### src/rtl/uart_pkg.sv
// ---------------------------------------------------------------------------
// uart_pkg
// Shared UART definitions for the transmit and receive sides.
//   tx_state_t    : transmitter FSM state encoding
//   calc_baud_div : rounded clock-cycles-per-bit divider
// ---------------------------------------------------------------------------
package uart_pkg;

    typedef enum logic [2:0] {
        IDLE,
        START,
        DATA,
        PARITY,
        STOP
    } tx_state_t;

    // Round to the nearest integer divider rather than truncating.
    function automatic int calc_baud_div(input int clk, input int baud);
        return (clk + baud / 2) / baud;
    endfunction

endpackage

### src/rtl/uart_baud_gen.sv
// ---------------------------------------------------------------------------
// uart_baud_gen
// Bit-period counter. Counts 0..BAUD_DIV-1 while enabled and strobes
// o_bit_end on the last cycle of each bit period. Held at 0 when disabled,
// so every frame starts from a clean bit boundary.
// Ports:
//   r_clk     in  clock
//   r_rst     in  asynchronous active-low reset
//   i_en      in  count enable (frame in progress)
//   i_restart in  synchronous restart to 0
//   o_bit_end out high on the final cycle of the current bit
// ---------------------------------------------------------------------------
module uart_baud_gen
    import uart_pkg::*;
#(
    parameter int BAUD_DIV = 43
) (
    input  logic r_clk,
    input  logic r_rst,
    input  logic i_en,
    input  logic i_restart,
    output logic o_bit_end
);

    localparam int CW = (BAUD_DIV > 1) ? $clog2(BAUD_DIV) : 1;
    localparam logic [CW-1:0] LAST = CW'(BAUD_DIV - 1);

    logic [CW-1:0] r_cnt;

    always_ff @(posedge r_clk or negedge r_rst) begin
        if (!r_rst) begin
            r_cnt <= '0;
        end else if (i_restart || !i_en || (r_cnt == LAST)) begin
            r_cnt <= '0;
        end else begin
            r_cnt <= r_cnt + CW'(1);
        end
    end

    assign o_bit_end = i_en && (r_cnt == LAST);

endmodule

### src/rtl/uart_transmitter.sv
// ---------------------------------------------------------------------------
// uart_transmitter
// UART serialiser: accepts one DATA_WIDTH word over valid/ready and sends
// start(0), data LSB first, optional parity, STOP_BITS stop bits(1).
// Line idles high. Every bit lasts BAUD_DIV r_clk cycles.
// Build option: define UART_TX_PARITY_EN to add a parity bit
// (sense set by PARITY_ODD: 0 = even, 1 = odd).
// Ports:
//   r_clk    in  clock
//   r_rst    in  asynchronous active-low reset
//   tx_data  in  word to send, sampled only on acceptance
//   tx_valid in  tx_data is valid
//   tx_ready out word can be accepted this cycle
//   tx_out   out serial line (flop output)
//   tx_busy  out frame in progress
//   tx_done  out pulse on the final cycle of the last stop bit
// ---------------------------------------------------------------------------
module uart_transmitter
    import uart_pkg::*;
#(
    parameter int BAUD_RATE  = 1156000,
    parameter int CLOCK_FREQ = 50000000,
    parameter int DATA_WIDTH = 8,
    parameter int STOP_BITS  = 1,
    parameter int PARITY_ODD = 0
) (
    input  logic                  r_clk,
    input  logic                  r_rst,
    input  logic [DATA_WIDTH-1:0] tx_data,
    input  logic                  tx_valid,
    output logic                  tx_ready,
    output logic                  tx_out,
    output logic                  tx_busy,
    output logic                  tx_done
);

    localparam int BAUD_DIV = calc_baud_div(CLOCK_FREQ, BAUD_RATE);
    localparam int BCW      = $clog2(DATA_WIDTH + 1);
    localparam logic [BCW-1:0] LAST_DATA = BCW'(DATA_WIDTH - 1);
    localparam logic [BCW-1:0] LAST_STOP = BCW'(STOP_BITS - 1);

    if (BAUD_DIV < 2) begin : g_bad_div
        $error("uart_transmitter: BAUD_DIV must be at least 2");
    end
    if ((STOP_BITS < 1) || (STOP_BITS > 2)) begin : g_bad_stop
        $error("uart_transmitter: STOP_BITS must be 1 or 2");
    end
    if ((PARITY_ODD != 0) && (PARITY_ODD != 1)) begin : g_bad_par
        $error("uart_transmitter: PARITY_ODD must be 0 or 1");
    end

    tx_state_t             r_state;
    logic [DATA_WIDTH-1:0] r_shift;
    logic [BCW-1:0]        r_bit_cnt;
    logic                  r_tx_out;
`ifdef UART_TX_PARITY_EN
    logic                  r_par;
`endif

    logic                  w_bit_end;
    logic                  w_last_stop;
    logic                  w_accept;
    logic [DATA_WIDTH-1:0] w_shift_nx;

    uart_baud_gen #(
        .BAUD_DIV (BAUD_DIV)
    ) u_baud (
        .r_clk     (r_clk),
        .r_rst     (r_rst),
        .i_en      (r_state != IDLE),
        .i_restart (w_accept),
        .o_bit_end (w_bit_end)
    );

    // bit_cnt is reused as the stop-bit counter once data is out.
    assign w_last_stop = (r_state == STOP) && (r_bit_cnt == LAST_STOP);
    // Ready on the last stop cycle lets the next frame start with no gap.
    assign tx_ready    = (r_state == IDLE) || (w_last_stop && w_bit_end);
    assign tx_done     = w_last_stop && w_bit_end;
    assign tx_busy     = (r_state != IDLE);
    assign tx_out      = r_tx_out;
    assign w_accept    = tx_valid && tx_ready;
    assign w_shift_nx  = r_shift >> 1;

    // The line level for the next bit is set on the same edge as the state
    // change, so tx_out is a pure flop output.
    always_ff @(posedge r_clk or negedge r_rst) begin
        if (!r_rst) begin
            r_state   <= IDLE;
            r_shift   <= '0;
            r_bit_cnt <= '0;
            r_tx_out  <= 1'b1;
`ifdef UART_TX_PARITY_EN
            r_par     <= 1'b0;
`endif
        end else if (w_accept) begin
            // Acceptance only happens in IDLE or on the final stop cycle.
            r_state   <= START;
            r_shift   <= tx_data;
            r_bit_cnt <= '0;
            r_tx_out  <= 1'b0;
`ifdef UART_TX_PARITY_EN
            r_par     <= (PARITY_ODD != 0);
`endif
        end else begin
            case (r_state)
                IDLE: begin
                    r_tx_out <= 1'b1;
                end
                START: begin
                    if (w_bit_end) begin
                        r_state  <= DATA;
                        r_tx_out <= r_shift[0];
                    end
                end
                DATA: begin
                    if (w_bit_end) begin
                        r_shift <= w_shift_nx;
`ifdef UART_TX_PARITY_EN
                        r_par   <= r_par ^ r_shift[0];
`endif
                        if (r_bit_cnt == LAST_DATA) begin
                            r_bit_cnt <= '0;
`ifdef UART_TX_PARITY_EN
                            r_state   <= PARITY;
                            r_tx_out  <= r_par ^ r_shift[0];
`else
                            r_state   <= STOP;
                            r_tx_out  <= 1'b1;
`endif
                        end else begin
                            r_bit_cnt <= r_bit_cnt + BCW'(1);
                            r_tx_out  <= w_shift_nx[0];
                        end
                    end
                end
`ifdef UART_TX_PARITY_EN
                PARITY: begin
                    if (w_bit_end) begin
                        r_state  <= STOP;
                        r_tx_out <= 1'b1;
                    end
                end
`endif
                STOP: begin
                    if (w_bit_end) begin
                        if (r_bit_cnt == LAST_STOP) begin
                            r_state   <= IDLE;
                            r_bit_cnt <= '0;
                        end else begin
                            r_bit_cnt <= r_bit_cnt + BCW'(1);
                        end
                        r_tx_out <= 1'b1;
                    end
                end
                default: begin
                    r_state  <= IDLE;
                    r_tx_out <= 1'b1;
                end
            endcase
        end
    end

endmodule

### config.mk
export PLATFORM = sky130hd
export DESIGN_NAME = uart_transmitter
export DESIGN_NICKNAME = d
export VERILOG_FILES = /design/src/rtl/uart_pkg.sv /design/src/rtl/uart_baud_gen.sv /design/src/rtl/uart_transmitter.sv
export SDC_FILE = /design/constraint.sdc
export NUM_CORES = 1
export LEC_CHECK = 0
export ABC_AREA = 1
export CORE_MARGIN = 4
export CORE_UTILIZATION = 50
export CTS_CLUSTER_SIZE = 8
export DETAILED_ROUTE_END_ITERATION = 8
export PLACE_DENSITY = 0.77
export SYNTH_ARGS = -nofsm -noshare
export SYNTH_HDL_FRONTEND = slang
export SYNTH_HIERARCHICAL = 1
export SYNTH_SLANG_ARGS = --single-unit
export TNS_END_PERCENT = 1
### constraint.sdc
create_clock -name r_clk -period 1.81 [get_ports r_clk]
set_input_delay 0.362 -clock r_clk [delete_from_list [all_inputs] [get_ports r_clk]]
set_output_delay 0.362 -clock r_clk [all_outputs]
set_load 0.01 [all_outputs]
==> out/qor.txt <==
Post-route ant nets: 0
Clock network power share: 31.6%
Tcrit/Tclk final: 108%
Yosys warnings: 6
Setup TNS: -0.885 ns
Clock Sinks: 22
Gr ovfl total: 0
Rel. slew slack: 81.1%
Drt total wl: 3100 um
Vias after detailed routing: 1,300
Critical Path Fanout Max: 3
Area Growth Syn to Fin: 33.9%
Synth top area share: 39.3%
Max cap viols: 0
Synth area leaders: dfrtp_1 39%, nand2_1 9.3%, nand3_1 7.5%, inv_1 7.0%, nor2_1 6.2%
WL/cell: 12.7 um
IR drop worst, VDD: 0.000461 V
Post-synth EDFFs: 0
Syn Inst Count: 169
Largest net degree at the start of global routing: 23
Sw Pwr: 173 uW
Clock-pin transition on the worst setup and hold timing paths: 0.13 ns
Core area: 2520 um^2
Fillers: 197
GRT Resource Usage Total: 20.1%
Seq pwr share: 63.7%
Tightest Hold Check Type: input port to async pin
TritonCTS buffer count: 3
DRT Pass-1 Iters: 5
Most frequent cell after synthesis: nand2_1
Worst-Skew Late Latency: 0.32 ns
Die height: 59.7 um
Post-route minimum period: 1.96 ns
Final Setup Violations: 15
Initial Utilization: 53.1%
H-tree depth: 1
Crit Path Category: register to primary output
CTS Hold Bufs: 0
Synth Net Count: 184
DP Wirelength: 2410 um
Port Buffer Count: 14
FF+latch count, synth: 22
Internal: 599 uW
Antenna Cells: 0
Final Hold Vio Count: 0
Syn_area_per_cell: 7.92 um^2
Unique masters post-synth: 26
RSZ-0062 raised after global routing: yes
Final setup margin: -0.150 ns
First-pass GRT wire length: 5510 um
Sw Ratio: 22.4%
Worst Clk Skew: 0.0118 ns
Initial antenna violation count: 0
Die ar.: 3570 um^2
Synth area leader: dfrtp_1
Residual DRC count: 0
Synth cell count leaders: 33 x nand2_1, 25 x inv_1, 22 x nor2_1
Fin nets: 231
Leakage: 0.890 nW
Run status: complete, but fails checks
Layout cells sized above 1: 27.0%
Routability cong.: 0.803
Slew of the pin with the lowest slew margin: 0.283 ns
Vias per cell: 5.31
Max Fclk: 510 MHz
IO Count: 15
CP Capture Type: primary output
Vias in the first global route: 1,341
Final Max Slew Viols: 0
Required @ worst endpoint: 1.45 ns
Root buffer cell: clkbuf_4
Main flop type after synthesis: dfrtp_1
Die width: 59.7 um
Row count: 18
Post-synth ARST share: 100%
Startpoint Class: register
Critical path arrival: 1.60 ns
Starting DRT DRC Count: 45
Pwr/cell area: 430 nW/um^2
Sequential fraction of the synthesis area: 41.2%
CTS tree: done
Netlist Area Pre-Place: 1340 um^2
Worst slack at placement: -0.316 ns
Failing checks: negative setup slack
Gate power share: 4.7%
CTS max path bufs: 2
[cells by family after synthesis]
group | after synthesis | share of synthesized area, %
xor gates and xnor gates | 3 | 1.96
AOI/OAI and AO/OA | 18 | 9.53
adders and majority gates | 4 | 3.74
DFF | 22 | 41.2
and+or+nand+nor | 93 | 34.0
buffers and inverters | 29 | 9.53
[critical path, cell delays in order, from the launching register on]
cell,delay (ns)
dfrtp_1,0.42
inv_2,0.09
ha_4,0.14
nand4_4,0.09
nor2_4,0.17
nand3_4,0.10
o21ai_4,0.16
buf_6,0.12
[through the flow]
step,hold WS (ns),instance area (um^2),total power [mW],util [%],instances
final,0.363,1790,0.771,71.1,245
after global routing,0.384,1790,0.795,71.1,245
after CTS,0.386,1770,0.771,70.3,244
after detailed placement,0.502,1710,0.538,67.7,237
after global placement,0.492,1710,0.536,67.7,237
after floorplan,0.0664,1360,0.502,-,169
[final cells by class]
cell class | count | area [um^2] | share of cell area [%]
Multi-Input combinational cell | 118 | 712 | 39.7
Sequential cell | 22 | 552 | 30.8
Timing Repair Buffer | 45 | 368 | 20.5
Inverter | 26 | 97.6 | 5.44
Tap cell | 30 | 37.5 | 2.09
Clock buffer | 4 | 26.3 | 1.47
[power groups by stage]
stage / Combinational (mW) / Clock (mW) / Sequential, mW
finish: 0.0364 / 0.244 / 0.492
global route: 0.0402 / 0.263 / 0.492
CTS: 0.0377 / 0.242 / 0.492
detailed placement: 0.0367 / 0 / 0.501
global placement: 0.0355 / 0 / 0.501
floorplan: 0.00138 / 0 / 0.501
[per-layer routing]
metal	share of wire [%]	GRT usage (%)	up-vias
met5	0	0	-
met4	2.3	8.23	0
met3	4.3	3.89	9
met2	50	35.2	33
met1	43	23.9	622
li1	-	-	636
[repair_timing]
action / CTS / global route
endpoints found under the hold margin: 0 / 0
buffers inserted: 3 / 1
pin swaps: 4 / 1
cloned: 0 / 0
gates resized for setup: 15 / 2
setup endpoints to repair: 25 / 24
[sequential cells by signal (all words and copies together) (netlist names)]
register / count
r_state: 3
r_bit_cnt: 4
tx_out: 1
r_shift: 8
u_baud/r_cnt: 6
[cell usage in the layout (no fill, tap or decap)]
master           count
a21oi_1              3
buf_2                1
buf_4               31
buf_6                1
clkbuf_1             1
clkbuf_4             3
clkdlybuf4s50_1     11
dfrtp_1             21
dfstp_2              1
dlygate4sd2_1        1
ha_1                 3
ha_4                 1
inv_1               24
inv_2                2
nand2_1             33
nand2_4              2
nand2_8              1
nand3_1             19
nand3_2              2
nand3_4              1
nand4_1              6
nand4_4              1
nor2_1              19
nor2_2               7
nor2_4               2
o211ai_1             4
o21ai_0              5
o21ai_4              1
o21bai_1             4
o21bai_2             1
xnor2_1              2
xor2_1               1
[path summary, 6_finish.rpt]
path                                       from            to  slack, ns  depth (start not counted)
max in group asynchronous                 r_rst        tx_out       1.16                          2
min in group r_clk                       tx_out        tx_out       0.52                          2
worst min-delay path                      r_rst  r_bit_cnt[2]       0.36                          2
worst max register to register  u_baud/r_cnt[0]  r_bit_cnt[3]      -0.08                         11
worst min register to register           tx_out        tx_out       0.52                          2
worst max-delay path            u_baud/r_cnt[0]      tx_ready      -0.15                          7
Power figures use the tool's default switching activity.
